<file path="config.mk">
export PLATFORM = sky130hd
export DESIGN_NAME = riscv_mem_arbiter
export DESIGN_NICKNAME = d
export VERILOG_FILES = /design/src/rtl/riscv_mem_arbiter.sv
export SDC_FILE = /design/constraint.sdc
export NUM_CORES = 1
export LEC_CHECK = 0
export BUFFER_PORTS_ARGS = -buffer_cell sky130_fd_sc_hd__buf_2
export CORE_AREA = 2 2 100 102
export DETAILED_ROUTE_END_ITERATION = 8
export DIE_AREA = 0 0 102 104
export GPL_TIMING_DRIVEN = 0
export MAX_ROUTING_LAYER = met4
export SETUP_SLACK_MARGIN = 0.05
export SYNTH_ARGS = -nofsm -noshare
export SYNTH_HDL_FRONTEND = slang
export SYNTH_SLANG_ARGS = --single-unit
</file>
<file path="constraint.sdc">
create_clock -name clk -period 2.45 [get_ports clk]
set_input_delay 0.49 -clock clk [delete_from_list [all_inputs] [get_ports clk]]
set_output_delay 0.49 -clock clk [all_outputs]
set_load 0.01 [all_outputs]
</file>
<file path="src/rtl/riscv_mem_arbiter.sv">
// Arbiter sharing one single-ported 32-bit RAM between instruction fetch and data access.
// Optional starvation guard for fetch is enabled by defining MEM_ARB_STARVE_GUARD_EN.
module riscv_mem_arbiter #(
  parameter int ADDR_W     = 14,
  parameter int STARVE_MAX = 4
) (
  input  logic              clk,
  input  logic              rst,
  input  logic              i_req,
  input  logic [31:0]       i_addr,
  output logic              i_gnt,
  output logic              i_rvalid,
  output logic [31:0]       i_rdata,
  input  logic              d_req,
  input  logic [3:0]        d_we,
  input  logic [31:0]       d_addr,
  input  logic [31:0]       d_wdata,
  output logic              d_gnt,
  output logic              d_rvalid,
  output logic [31:0]       d_rdata,
  output logic              mem_en,
  output logic [3:0]        mem_we,
  output logic [ADDR_W-1:0] mem_addr,
  output logic [31:0]       mem_wdata,
  input  logic [31:0]       mem_rdata,
  output logic              stall
);

  logic i_rvalid_q, i_rvalid_d;
  logic d_rvalid_q, d_rvalid_d;
  logic fetch_force;

`ifdef MEM_ARB_STARVE_GUARD_EN
  localparam logic [3:0] STARVE_LIM = 4'(STARVE_MAX);
  logic [3:0] starve_q, starve_d;

  assign fetch_force = (starve_q == STARVE_LIM);

  // Counts consecutive cycles fetch was held off; any fetch grant or idle fetch clears it.
  always_comb begin
    starve_d = 4'd0;
    if (!rst && i_req && !i_gnt) begin
      starve_d = (starve_q == STARVE_LIM) ? starve_q : starve_q + 4'd1;
    end
  end

  always_ff @(posedge clk) begin
    if (rst) starve_q <= 4'd0;
    else     starve_q <= starve_d;
  end
`else
  assign fetch_force = 1'b0;
`endif

  // Data wins unless the starvation guard forces fetch this cycle; nothing is granted in reset.
  always_comb begin
    i_gnt = 1'b0;
    d_gnt = 1'b0;
    if (!rst) begin
      if (i_req && (fetch_force || !d_req)) i_gnt = 1'b1;
      else if (d_req)                       d_gnt = 1'b1;
    end
  end

  always_comb begin
    mem_en    = i_gnt | d_gnt;
    mem_we    = d_gnt ? d_we : 4'b0000;
    mem_addr  = d_gnt ? d_addr[ADDR_W+1:2] : i_addr[ADDR_W+1:2];
    mem_wdata = d_wdata;
    stall     = !rst && ((i_req && !i_gnt) || (d_req && !d_gnt));
  end

  // Owner of the access made this cycle; data writes return nothing.
  always_comb begin
    i_rvalid_d = i_gnt;
    d_rvalid_d = d_gnt && (d_we == 4'b0000);
  end

  always_ff @(posedge clk) begin
    if (rst) begin
      i_rvalid_q <= 1'b0;
      d_rvalid_q <= 1'b0;
    end else begin
      i_rvalid_q <= i_rvalid_d;
      d_rvalid_q <= d_rvalid_d;
    end
  end

  assign i_rvalid = i_rvalid_q;
  assign d_rvalid = d_rvalid_q;
  assign i_rdata  = mem_rdata;
  assign d_rdata  = mem_rdata;

  // Byte-offset and out-of-range address bits are intentionally discarded (RAM wraps).
  logic unused_addr_bits;
  assign unused_addr_bits = ^{i_addr[31:ADDR_W+2], i_addr[1:0],
                              d_addr[31:ADDR_W+2], d_addr[1:0]};

endmodule

</file>
==> impl_metrics.yaml, run 1 <==
run_status:
  status: "completed"
final_layout:
  regArea_um2: 40.04
  fin_nets: 422
  finalNonFillerCells: 417
  syn_to_final_growth_pct: 91.18
  final_cell_area_um2: 2062
  drive_gt1_share_pct: 95.42
  n_antenna_cell: 0
  fillers: 1050
  multi_input_area_um2: 286.5
  postLayoutCoreUtil_pct: 21.59
detailed_routing:
  dr_wl_met2_um: 1824
  met1_length_um: 794
  first_pass_iters: 4
  dr.max_layer_used: "met4"
  vias: 1253
  viasPerCell: 3.005
  postRouteAntennaNets: 0
  wl_per_cell_um: 7.990
  drt_wl_total_um: 3332
  wl_met3_um: 644
  drtIter0Drc: 18
  drc: 0
synthesis:
  synth_area_per_cell_um2: 8.560
  syn_inst: 126
  yosysSeqAreaShare_pct: 3.712
  ys.flop_type: "dfxtp_1"
  ys_warn_count: 0
  synth_fp_nets: 262
  synth_top_area_share_pct: 66.82
  yosysUniqueCellTypes: 11
  synthArstFlopShare_pct: 0
  synth_commonest_cells: "buf_4, mux2_4, and2_1"
  synth.most_common_cell: "buf_4"
  synth_top_area_cell: "buf_4"
  synth_edf_count: 0
  ys_top_cells_by_area: "buf_4, mux2_4, dfxtp_1, and2_1, buf_12"
  synthesis.area_um2: 1079
  synth-seq-cells: 2
die:
  die_x_um: 102
  coreArea_um2: 9549
  start_util_pct: 11.29
  fp-row-count: 36
  die-area_um2: 10610
  pin_count: 256
  fp.dieH_um: 104
clocking:
  cts_made_buffers: 3
  numClockSinks: 2
  root_buffer: "clkbuf_8"
  clk_pin_slew_ns: 0.03
  cts_buffer_depth: 2
  cts_max_level: 1
  cts_resized: 0
  postCtsSetupBuffers: 0
  cts.hold.buffers_added: 0
  cts_tree: "done"
critical_path:
  required_ns: 1.96
  critPathMostFrequentCell: "buf_2"
  path_delay_family: "buffers and inverters"
  cp_max_fo: 10
  cp_num_buf_inv: 3
  critPathArrivalTime_ns: 1.43
  slowest_delay_ns: 0.30
  end_kind: "output pin"
  cpMaxStageDelayCell: "mux2_4"
  setup.worst_path.start_class: "input port"
  path_cells: "buf_2 > nor2b_4 > buf_12 > mux2_4 > buf_2"
  path_class: "input port to output pin"
timing:
  worst_pin_slew_ns: 0.1862
  slew_violations: 0
  setup_viol: 0
  whs_ns: 0.4909
  period_minus_slack_ns: 1.916
  max_clock_freq_mhz: 521.8
  grt_setup_unrepaired: "no"
  maxSlewHeadroom_pct: 87.47
  final.setup.tns_ns: 0
  finalHoldViolations: 0
  fin_crit_sh_pct: 78.22
pwr:
  ir_drop_mv: 0.1001
  p_clk_share_pct: 25.4
  powerDensity_nw_per_um2: 249.0
  intPower_uw: 357.0
  cellLeakagePower_uw: 0.001268
  power.share.switching_pct: 30.47
  p_comb_share_pct: 68.0
  switching_power_uw: 156.5
  pwr-share-seq_pct: 6.6
global_routing:
  grt_max_degree: 11
  antenna_found_initial: 0
  grt_pass1_wl_um: 4167
  grt_pass1_vias: 1040
  grt_overflow: 0
  track_usage_pct: 5.257
flow_run:
  cap_violations: 0
placement:
  place_congestion: 0.7680
  io_buffer_count: 155
  dp_cells: 414
  placed_area_um2: 2021
worst_hold_path:
  hold_path.class: "input port to register"
## kinds of logic (layout without fill, tap and decap cells)
family                 after synthesis  after routing  synth area share, %
buffers and inverters               98            256                69.72
and+or+nand+nor                     12             12                7.425
DFF                                  2              2                3.712
muxes                               14             14                19.14
## stage by stage
stage	setup slack [ns]	total power, uW
after global placement	0.5286	385.2
after global routing	0.4854	547.9
after detailed placement	0.5352	387.5
final	0.5336	513.5
after floorplan	0.8311	257.5
after CTS	0.5324	519.7
## power by group through the flow
stage | registers [uW] | logic, uW | clock network [uW]
2_1_floorplan | 34.7 | 223 | 0
3_3_place_gp | 34.2 | 351 | 0
3_5_place_dp | 34.2 | 353 | 0
4_1_cts | 33.8 | 354 | 132
5_1_grt | 33.8 | 377 | 137
6_report | 33.8 | 349 | 131
## state kept, by name, indices dropped and copies added, names as in the netlist
name / count
d_rvalid: 1
i_rvalid: 1
## layout by cell type (no fill, tap or decap)
| cell | synthesis | layout |
|---|---|---|
| dfxtp_1 | 2 | 2 |
| nor2b_4 | 1 | 1 |
| nor4_1 | 1 | 1 |
| buf_2 | 0 | 155 |
| clkbuf_8 | 0 | 3 |
| buf_4 | 96 | 96 |
| nor3b_1 | 2 | 2 |
| mux2_4 | 13 | 13 |
| buf_12 | 1 | 1 |
| and2_1 | 6 | 6 |
| buf_6 | 1 | 1 |
| mux2_2 | 1 | 1 |
| nor2_1 | 2 | 2 |
## worst paths after layout
check | startpoint | endpoint | slack, ns | cells past startpoint
worst max-delay path | d_req | mem_addr[2] | 0.53 | 5
worst min-delay path | d_req | i_rvalid | 0.49 | 2
## layer usage
metal | GRT usage [%] | up-vias
met1 | 3.282 | 496
li1 | - | 615
met2 | 11.61 | 138
met5 | - | -
met4 | 3.143 | 0
met3 | 0.9409 | 4
## final cells by class
cell class              instances  share of cell area, %
repair buffers                155                  37.62
flip-flops and latches          2                  1.942
clock buffers                   3                  2.002
well taps                     133                  8.070
plain buffers                  98                  36.47
multi-input cells              26                  13.90
Power figures use the tool's default switching activity.
==> run 2, diff against run 1 <==
Clock period 2.45 ns to 1.7 ns, I/O delays scaled along.
==> impl_metrics.yaml, run 2 (synthesis results as in run 1) <==
die:
  fp-row-count: 36
  die_x_um: 102
  die-area_um2: 10610
  fp.dieH_um: 104
  pin_count: 256
  start_util_pct: 11.29
  coreArea_um2: 9549
detailed_routing:
  drtIter0Drc: 18
  vias: 1256
  viasPerCell: 3.005
  first_pass_iters: 4
  drt_wl_total_um: 3317
  wl_per_cell_um: 7.935
  drc: 0
  postRouteAntennaNets: 0
clocking:
  cts_tree: "done"
  cts_made_buffers: 3
  clk_pin_slew_ns: 0.03
  cts_resized: 0
  cts_buffer_depth: 2
  numClockSinks: 2
  cts.hold.buffers_added: 0
  cts_max_level: 1
  root_buffer: "clkbuf_8"
run_status:
  status: "completed"
final_layout:
  postLayoutCoreUtil_pct: 21.67
  layout_commonest_cell: "buf_2"
  fin_nets: 423
  n_antenna_cell: 0
  fillers: 1050
  drive_gt1_share_pct: 95.44
  syn_to_final_growth_pct: 91.88
  final_cell_mix: "buf_2, buf_4, mux2_4"
timing:
  worst_pin_slew_ns: 0.1862
  maxSlewHeadroom_pct: 87.47
  grt_setup_unrepaired: "no"
  final.setup.tns_ns: 0
  slew_violations: 0
  finalHoldViolations: 0
  fin_crit_sh_pct: 93.95
  period_minus_slack_ns: 1.597
  setup_viol: 0
  whs_ns: 0.3435
  max_clock_freq_mhz: 626.1
placement:
  io_buffer_count: 155
  place_congestion: 0.7680
global_routing:
  grt_pass1_vias: 1040
  grtUsageMet1_pct: 3.282
  use_met2_pct: 11.61
  grt_overflow: 0
  grt_max_degree: 11
  antenna_found_initial: 0
  top_usage_layer: "met2"
  grt_pass1_wl_um: 4167
  track_usage_pct: 5.257
  grt_util_met3_pct: 0.9409
critical_path:
  required_ns: 1.36
  critPathArrivalTime_ns: 1.26
  cp_max_fo: 10
  path_class: "input port to output pin"
  setup.worst_path.start_class: "input port"
  end_kind: "output pin"
pwr:
  powerDensity_nw_per_um2: 358.5
  ir_drop_mv: 0.1444
  cellLeakagePower_uw: 0.001273
worst_hold_path:
  hold_path.class: "input port to register"
flow_run:
  cap_violations: 0
-- run 2: cell count changes in the layout (fill, tap and decap cells not counted), sizes merged --
cell  previous run  this run
buf            253       254
-- run 2: report_power, final --
| part | switching [uW] | leakage [uW] | total (uW) | internal [uW] |
|---|---|---|---|---|
| Clock | 38.5 | 0.0000216 | 188 | 150 |
| Combinational | 187 | 0.00123 | 505 | 318 |
| Sequential | 0.182 | 0.0000163 | 48.7 | 48.5 |
| Total | 226 | 0.00127 | 742 | 516 |
-- run 2: metal layers --
metal	wire (um)	part of all wire, %
met2	1826	55
met4	69	2.1
met3	643	19
met5	0	0
met1	779	23
-- run 2: timing repair --
action                     in CTS  in global routing
hold endpoints to repair        0                  0
buffers inserted                0                  1
setup endpoints to repair       0                 10
-- run 2: path summary, 6_finish.rpt --
check / startpoint / endpoint / cells after the start
worst min-delay path: d_req / i_rvalid / 2
worst max-delay path: d_req / mem_addr[2] / 5
-- run 2: critical path: stages --
cell	delay, ns
buf_2	0.11
nor2b_4	0.20
buf_12	0.16
mux2_4	0.30
buf_2	0.14
-- run 2: layout make-up --
cell class | instances | area, um2 | area share, %
Buffer | 98 | 752.0 | 36.34
Timing Repair Buffer | 156 | 783.3 | 37.85
Multi-Input combinational cell | 26 | 286.5 | 13.85
Clock buffer | 3 | 41.29 | 1.995
Sequential cell | 2 | 40.04 | 1.935
Tap cell | 133 | 166.4 | 8.041
-- run 2: through the flow --
step | total power [uW] | instance area, um2 | setup WS (ns) | cells
finish | 741.8 | 2069 | 0.1028 | 418
global route | 791.1 | 2069 | 0.06163 | 418
CTS | 748.9 | 2062 | 0.08235 | 417
detailed placement | 558.5 | 2021 | 0.08523 | 414
global placement | 555.1 | 2021 | 0.07859 | 414
floorplan | 371.1 | 1079 | 0.3811 | 126
